--- src/rtl/alpha_filter_pkg.sv ---
// Shared types and constants for the alpha-trimmed mean filter controller.
package alpha_filter_pkg;

    typedef enum logic [2:0] {
        ST_IDLE,
        ST_SORT,
        ST_WAIT,
        ST_GRAB,
        ST_ACC,
        ST_OUT
    } state_t;

    // Default geometry of the filter window
    localparam int DN_DEF    = 25;
    localparam int DW_DEF    = 8;
    localparam int ALPHA_DEF = 4;
    localparam int DW_SEQ    = $clog2(DN_DEF);
    localparam int SUM_W     = DW_DEF + $clog2(DN_DEF);

    // Number of samples kept after trimming ALPHA from each end
    function automatic int f_nkeep(input int dn, input int alpha);
        return dn - 2 * alpha;
    endfunction

    // Q16 reciprocal of the kept-sample count, rounded to nearest
    function automatic int f_recip(input int nkeep);
        return (65536 + nkeep / 2) / nkeep;
    endfunction

    localparam int NKEEP = f_nkeep(DN_DEF, ALPHA_DEF);
    localparam int RECIP = f_recip(NKEEP);

endpackage

--- src/rtl/trim_accumulator.sv ---
// Walks the kept ranks of a sorted window, sums the selected samples and
// produces the rounded mean on the final add.
module trim_accumulator
    import alpha_filter_pkg::*;
#(
    parameter int DN     = 25,
    parameter int DW     = 8,
    parameter int DW_SEQ = $clog2(DN),
    parameter int ALPHA  = 4
) (
    input  logic                      clk,
    input  logic                      rst,
    input  logic                      i_start,
    input  logic                      i_step,
    input  logic [DW*DN-1:0]          i_data,
    input  logic [DW_SEQ*DN-1:0]      i_seq,
    output logic                      o_last,
    output logic [DW+$clog2(DN)-1:0]  o_sum,
    output logic [DW-1:0]             o_mean
);

    localparam int              NK   = f_nkeep(DN, ALPHA);
    localparam int              SW   = DW + $clog2(DN);
    localparam int              RW   = 17;
    localparam int              PW   = SW + RW + 1;
    localparam logic [RW-1:0]   RC   = RW'(f_recip(NK));
    localparam int              LAST = DN - 1 - ALPHA;

    logic [DW_SEQ*DN-1:0] r_seq;
    logic [DW_SEQ-1:0]    r_rank;
    logic [SW-1:0]        r_acc;
    logic [DW_SEQ-1:0]    w_idx;
    logic [DW-1:0]        w_sample;
    logic [SW-1:0]        w_acc_nxt;
    logic [PW-1:0]        w_prod;

    assign w_idx     = r_seq[r_rank*DW_SEQ +: DW_SEQ];
    assign o_last    = (r_rank == DW_SEQ'(LAST));
    assign w_acc_nxt = r_acc + SW'(w_sample);
    assign w_prod    = PW'(w_acc_nxt) * PW'(RC) + PW'(32768);

    // Select the sample whose original index sits at the current rank; unknown indices read as zero
    always_comb begin
        w_sample = '0;
        for (int k = 0; k < DN; k++) begin
            if (w_idx == DW_SEQ'(k)) begin
                w_sample = i_data[k*DW +: DW];
            end
        end
    end

    // Rank map capture and running sum; these hold data only and are re-initialised on every start
    always_ff @(posedge clk) begin
        if (i_start) begin
            r_seq  <= i_seq;
            r_acc  <= '0;
            r_rank <= DW_SEQ'(ALPHA);
        end else if (i_step) begin
            r_acc  <= w_acc_nxt;
            r_rank <= r_rank + 1'b1;
        end
    end

    // Result registers, loaded with the final sum and its rounded mean on the last add
    always_ff @(posedge clk) begin
        if (rst) begin
            o_sum  <= '0;
            o_mean <= '0;
        end else if (i_step && o_last) begin
            o_sum  <= w_acc_nxt;
            o_mean <= w_prod[16 +: DW];
        end
    end

endmodule

--- src/rtl/alpha_trim_sort_ctrl.sv ---
// Sequencer for the parallel rank sorter: accepts a window, starts the sorter,
// waits (bounded) for completion, then accumulates the trimmed samples.
module alpha_trim_sort_ctrl
    import alpha_filter_pkg::*;
#(
    parameter int DN      = 25,
    parameter int DW      = 8,
    parameter int DW_SEQ  = $clog2(DN),
    parameter int ALPHA   = 4,
    parameter int TIMEOUT = 15
) (
    input  logic                      clk,
    input  logic                      rst,
    input  logic                      in_valid,
    output logic                      in_ready,
    input  logic [DW*DN-1:0]          in_window,
    output logic                      sort_sig,
    output logic [DW*DN-1:0]          data_unsort,
    input  logic [DW_SEQ*DN-1:0]      sequence_sorted,
    input  logic                      sort_finish,
    output logic                      out_valid,
    input  logic                      out_ready,
    output logic [DW+$clog2(DN)-1:0]  out_sum,
    output logic [DW-1:0]             out_mean,
    output logic                      busy,
    output logic                      timeout_err
);

    localparam int TW = $clog2(TIMEOUT + 1);

    state_t           r_state;
    state_t           w_state_nxt;
    logic [TW-1:0]    r_wait_cnt;
    logic [DW*DN-1:0] r_window;
    logic             r_timeout_err;
    logic             w_grab;
    logic             w_step;
    logic             w_timeout;
    logic             w_last;

    assign in_ready    = (r_state == ST_IDLE);
    assign sort_sig    = (r_state == ST_SORT);
    assign out_valid   = (r_state == ST_OUT);
    assign busy        = (r_state != ST_IDLE);
    assign data_unsort = r_window;
    assign timeout_err = r_timeout_err;

    // State register
    always_ff @(posedge clk) begin
        if (rst) begin
            r_state <= ST_IDLE;
        end else begin
            r_state <= w_state_nxt;
        end
    end

    // Next-state logic and datapath strobes
    always_comb begin
        w_state_nxt = r_state;
        w_grab      = 1'b0;
        w_step      = 1'b0;
        w_timeout   = 1'b0;
        case (r_state)
            ST_IDLE: if (in_valid) w_state_nxt = ST_SORT;
            ST_SORT: w_state_nxt = ST_WAIT;
            ST_WAIT: begin
                if (sort_finish) begin
                    w_state_nxt = ST_GRAB;
                end else if (r_wait_cnt == TW'(TIMEOUT - 1)) begin
                    w_timeout   = 1'b1;
                    w_state_nxt = ST_IDLE;
                end
            end
            ST_GRAB: begin
                w_grab      = 1'b1;
                w_state_nxt = ST_ACC;
            end
            ST_ACC: begin
                w_step = 1'b1;
                if (w_last) w_state_nxt = ST_OUT;
            end
            ST_OUT:  if (out_ready) w_state_nxt = ST_IDLE;
            default: w_state_nxt = ST_IDLE;
        endcase
    end

    // Wait counter: cleared on sorter start, counts WAIT cycles without a finish pulse
    always_ff @(posedge clk) begin
        if (rst || r_state == ST_SORT) begin
            r_wait_cnt <= '0;
        end else if (r_state == ST_WAIT && !sort_finish) begin
            r_wait_cnt <= r_wait_cnt + 1'b1;
        end
    end

    // Sticky timeout flag
    always_ff @(posedge clk) begin
        if (rst) begin
            r_timeout_err <= 1'b0;
        end else if (w_timeout) begin
            r_timeout_err <= 1'b1;
        end
    end

    // Window latch, held stable for the sorter until the controller is idle again
    always_ff @(posedge clk) begin
        if (rst) begin
            r_window <= '0;
        end else if (r_state == ST_IDLE && in_valid) begin
            r_window <= in_window;
        end
    end

    trim_accumulator #(
        .DN     (DN),
        .DW     (DW),
        .DW_SEQ (DW_SEQ),
        .ALPHA  (ALPHA)
    ) u_trim_acc (
        .clk     (clk),
        .rst     (rst),
        .i_start (w_grab),
        .i_step  (w_step),
        .i_data  (r_window),
        .i_seq   (sequence_sorted),
        .o_last  (w_last),
        .o_sum   (out_sum),
        .o_mean  (out_mean)
    );

endmodule

--- config.mk ---
export PLATFORM = sky130hd
export DESIGN_NAME = alpha_trim_sort_ctrl
export DESIGN_NICKNAME = d
export VERILOG_FILES = /design/src/rtl/alpha_filter_pkg.sv /design/src/rtl/trim_accumulator.sv /design/src/rtl/alpha_trim_sort_ctrl.sv
export SDC_FILE = /design/constraint.sdc
export NUM_CORES = 1
export LEC_CHECK = 0
export ABC_AREA = 1
export BUFFER_PORTS_ARGS = -buffer_cell sky130_fd_sc_hd__buf_2
export CAP_MARGIN = 30
export CORE_MARGIN = 2
export CORE_UTILIZATION = 25
export DETAILED_ROUTE_END_ITERATION = 10
export REMOVE_ABC_BUFFERS = 1
export SLEW_MARGIN = 20
export SYNTH_ARGS = -nofsm -noshare
export SYNTH_HDL_FRONTEND = slang
export SYNTH_SLANG_ARGS = --single-unit
--- constraint.sdc ---
create_clock -name clk -period 16.49 [get_ports clk]
set_clock_uncertainty 0.15 [all_clocks]
set_input_delay 0.8245 -clock clk [delete_from_list [all_inputs] [get_ports clk]]
set_output_delay 0.8245 -clock clk [all_outputs]
set_load 0.01 [all_outputs]
==> summary.md <==
| Metric | Value |
|---|---|
| Synth area leaders | `dfxtp_1 26%, edfxtp_1 20%, nand2_1 9.9%` |
| Tcrit/Tclk final | `69.12%` |
| Via count | `17840` |
| Hold buffers post-CTS | `0` |
| Final ANT Viol Nets | `0` |
| Ports | `556` |
| Starting Density | `25.21%` |
| Vias per std cell | `4.649` |
| DPL Wire Length | `56.10 mm` |
| Drt drc | `0` |
| Critical Path Slowest Stage Cell | `inv_2` |
| Cell Area, Synth | `18700 um^2` |
| Largest area contributor in the netlist | `dfxtp_1` |
| Non-filler cells, final | `3838` |
| # port buffers | `555` |
| Via count of the first global-routing pass | `17210` |
| Iteration-0 DRC Markers | `1278` |
| Initial antenna violation count | `15` |
| Critical Setup Path Class | `flop to flop` |
| Top FF cell, synth | `dfxtp_1` |
| First-pass GRT wire length | `107.4 mm` |
| Seq cells post-synth | `372` |
| Total of max-cap violations | `0` |
| Pins Over Slew Limit | `0` |
| FILL cells | `7919` |
| Worst Reg-to-Reg Cells | `63` |
| Average size of a mapped cell | `8.065 um^2` |
| First drt pass iteration count | `5` |
| Largest net degree at the start of global routing | `105` |
| CTS Sinks | `372` |
| Register Area | `8700 um^2` |
| Slew HR | `36.95%` |
| Yosys top cell area share | `26.44%` |
| Crit path top cell by count | `nand2_1` |
| Fraction of layout cells with a size suffix above 1 | `24.14%` |
| Max Fclk | `0.08774 GHz` |
| Hold Fails Final Rpt | `0` |
| Seq/Total Area, Yosys | `46.51%` |
| Fin Setup TNS | `0 ns` |
| Max Root-Sink Buffers | `3` |
| Dpl cells | `3745` |
| Syn-to-layout area delta | `28.38%` |
| DRT Wirelength | `72.80 mm` |
| Nets | `3283` |
| Skew-Pair Late Insertion Delay | `0.57 ns` |
| TritonCTS buffer count | `44` |
| Met1 usage | `22.35%` |
| Yosys Warn Count | `0` |
| Worst min path class | `primary input to flop` |
| Met2 Track Usage GR | `31.89%` |
| Cts repair resizes | `0` |
| Result of the run | `finished, final reports clean` |
| Met3 usage | `3.942%` |
| Worst slew pin tran | `0.9406 ns` |
| Reg2Reg Launch Point | `u_trim_acc.r_rank[1]` |
| Clock transition at path regs | `0.06 ns` |
| Gr ovfl total | `0` |
| Grt peak-use layer | `met2` |
| Wire per inst | `18.97 um` |
| Yosys cell types | `42` |
| Hold EP | `u_trim_acc.r_seq[41]` |
| RSZ-0062 raised after global routing | `false` |
| CP Max Fanout | `34` |
| Req. time, crit path | `16.86 ns` |
| Die W | `277.5 um` |
| Type of origin of the critical path | `flop` |
| WHS Path Cells | `1` |
| CTS tree | `built` |
| # H-tree levels | `2` |
| Gr usage total | `18.42%` |
| Gpl congestion | `0.8814` |
| Total Die Area | `77010 um^2` |
| Reg2Reg Setup Slack | `5.09 ns` |
| Setup violators final | `0` |
| Worst Path Arrival | `11.76 ns` |
| Worst reg2reg path endpoint | `u_trim_acc.o_mean[7]` |
| # rows | `100` |
| Min-Delay Startpoint | `sequence_sorted[41]` |
| Async S/R FF share, synth | `0%` |
| EDFF count, synth | `125` |
| Area of the multi-input gates | `8403 um^2` |
| Post-CTS Setup Inserts | `0` |
| Area of the core | `74200 um^2` |
| Root Buffer Master | `clkbuf_16` |
| Minimum clock period | `11.40 ns` |
| Synth Instances | `2319` |
| Setup crit end kind | `flop` |
| Crit-path max cell delay | `0.53 ns` |
| Die Span Y | `277.5 um` |
state kept, by name (all words and copies together), names as in the netlist:
name and cells:
timeout_err 1, data_unsort 200, u_trim_acc.r_rank 5, u_trim_acc.r_acc 13, r_state 3, r_wait_cnt 4
u_trim_acc.o_sum 13, u_trim_acc.o_mean 8, u_trim_acc.r_seq 125
cell usage in the layout, fill, tap and decap left out, types with 6 or more instances in the layout:
cell type	synthesis	routed
a21o_1	8	8
a21oi_1	252	252
buf_2	9	553
buf_4	5	15
clkbuf_16	0	45
clkbuf_8	0	7
clkinv_2	0	11
dfxtp_1	247	246
diode_2	0	11
edfxtp_1	125	125
fa_1	35	35
ha_1	93	93
inv_1	297	296
inv_2	7	7
nand2_1	491	490
nand3_1	221	221
nand4_1	39	39
nor2_1	152	151
nor2_2	8	9
nor3_1	11	9
o211ai_1	14	14
o21ai_0	118	118
o21ai_1	19	19
xnor2_1	6	6
xor2_1	16	16
kinds of logic after synthesis:
family	count (synthesis)	share of synthesized area (%)
compound gates	435	12.24
xor+xnor	22	1.030
fa+ha+maj	128	9.968
buf+inv	420	8.670
flops	372	46.51
simple gates	942	21.59
cells in the mapped netlist (2+ instances only):
cell        n
nand2_1   491
inv_1     297
a21oi_1   252
dfxtp_1   247
nand3_1   221
nor2_1    152
edfxtp_1  125
o21ai_0   118
ha_1       93
clkbuf_1   87
nand4_1    39
fa_1       35
o21ai_1    19
xor2_1     16
o211ai_1   14
buf_1      11
nor3_1     11
buf_2       9
a21o_1      8
nor2_2      8
inv_2       7
xnor2_1     6
buf_4       5
o21bai_1    5
o22ai_1     5
or2_2       5
a211oi_1    4
a31oi_1     4
nand2_2     3
nand3b_1    3
nor2_4      3
a31o_2      2
buf_6       2
clkinv_1    2
nand3_2     2
o221ai_1    2
critical path, delay by kind of cell (launching register included):
family,cells,cell delay (ns)
AOI/OAI and AO/OA,12,1.99
and+or+nand+nor,33,4.82
DFF,1,0.30
buffers and inverters,10,1.25
xor gates and xnor gates,1,0.17
adders and majority gates,7,2.68
metal layers:
metal / routed length (um) / share of wire [%] / vias up
met5: 29 / 0.040 / -
li1: - / - / 8664
met3: 5399 / 7.4 / 118
met4: 2401 / 3.3 / 4
met1: 29620 / 41 / 8353
met2: 35340 / 49 / 703
final cells by class:
cell class              instances  share of cell area [%]
clock inverters                23                   1.105
well taps                     969                   5.049
multi-input cells            1527                   35.00
clock buffers                  56                   5.201
flip-flops and latches        372                   36.23
repair buffers                574                   12.50
inverters                     306                   4.799
diodes                         11                  0.1146
worst max path at each step:
| stage | from | end | slack, ns |
|---|---|---|---|
| floorplan | r_state[0] | r_state[2] | 3.64 |
| global placement | u_trim_acc.r_rank[1] | u_trim_acc.o_mean[7] | 5.24 |
| detailed placement | u_trim_acc.r_rank[1] | u_trim_acc.o_mean[7] | 5.04 |
| CTS | u_trim_acc.r_rank[1] | u_trim_acc.o_mean[7] | 5.04 |
| global route | u_trim_acc.r_rank[1] | u_trim_acc.o_mean[7] | 4.04 |
| finish | u_trim_acc.r_rank[1] | u_trim_acc.o_mean[7] | 5.09 |
per-stage QoR:
stage | hold WS, ns | instance area [um^2] | setup slack [ns] | utilization (%)
5_1_grt | 0.2509 | 24000 | 4.037 | 32.35
4_1_cts | 0.2425 | 23910 | 5.043 | 32.22
3_5_place_dp | 0.3073 | 22390 | 5.041 | 30.18
6_report | 0.2890 | 24010 | 5.093 | 32.36
3_3_place_gp | 0.3052 | 22380 | 5.243 | 30.16
2_1_floorplan | 0.3037 | 18230 | 3.641 | -
Power is not shown: default switching activity piles up to over one toggle a cycle in this logic, so the estimate is an artifact.
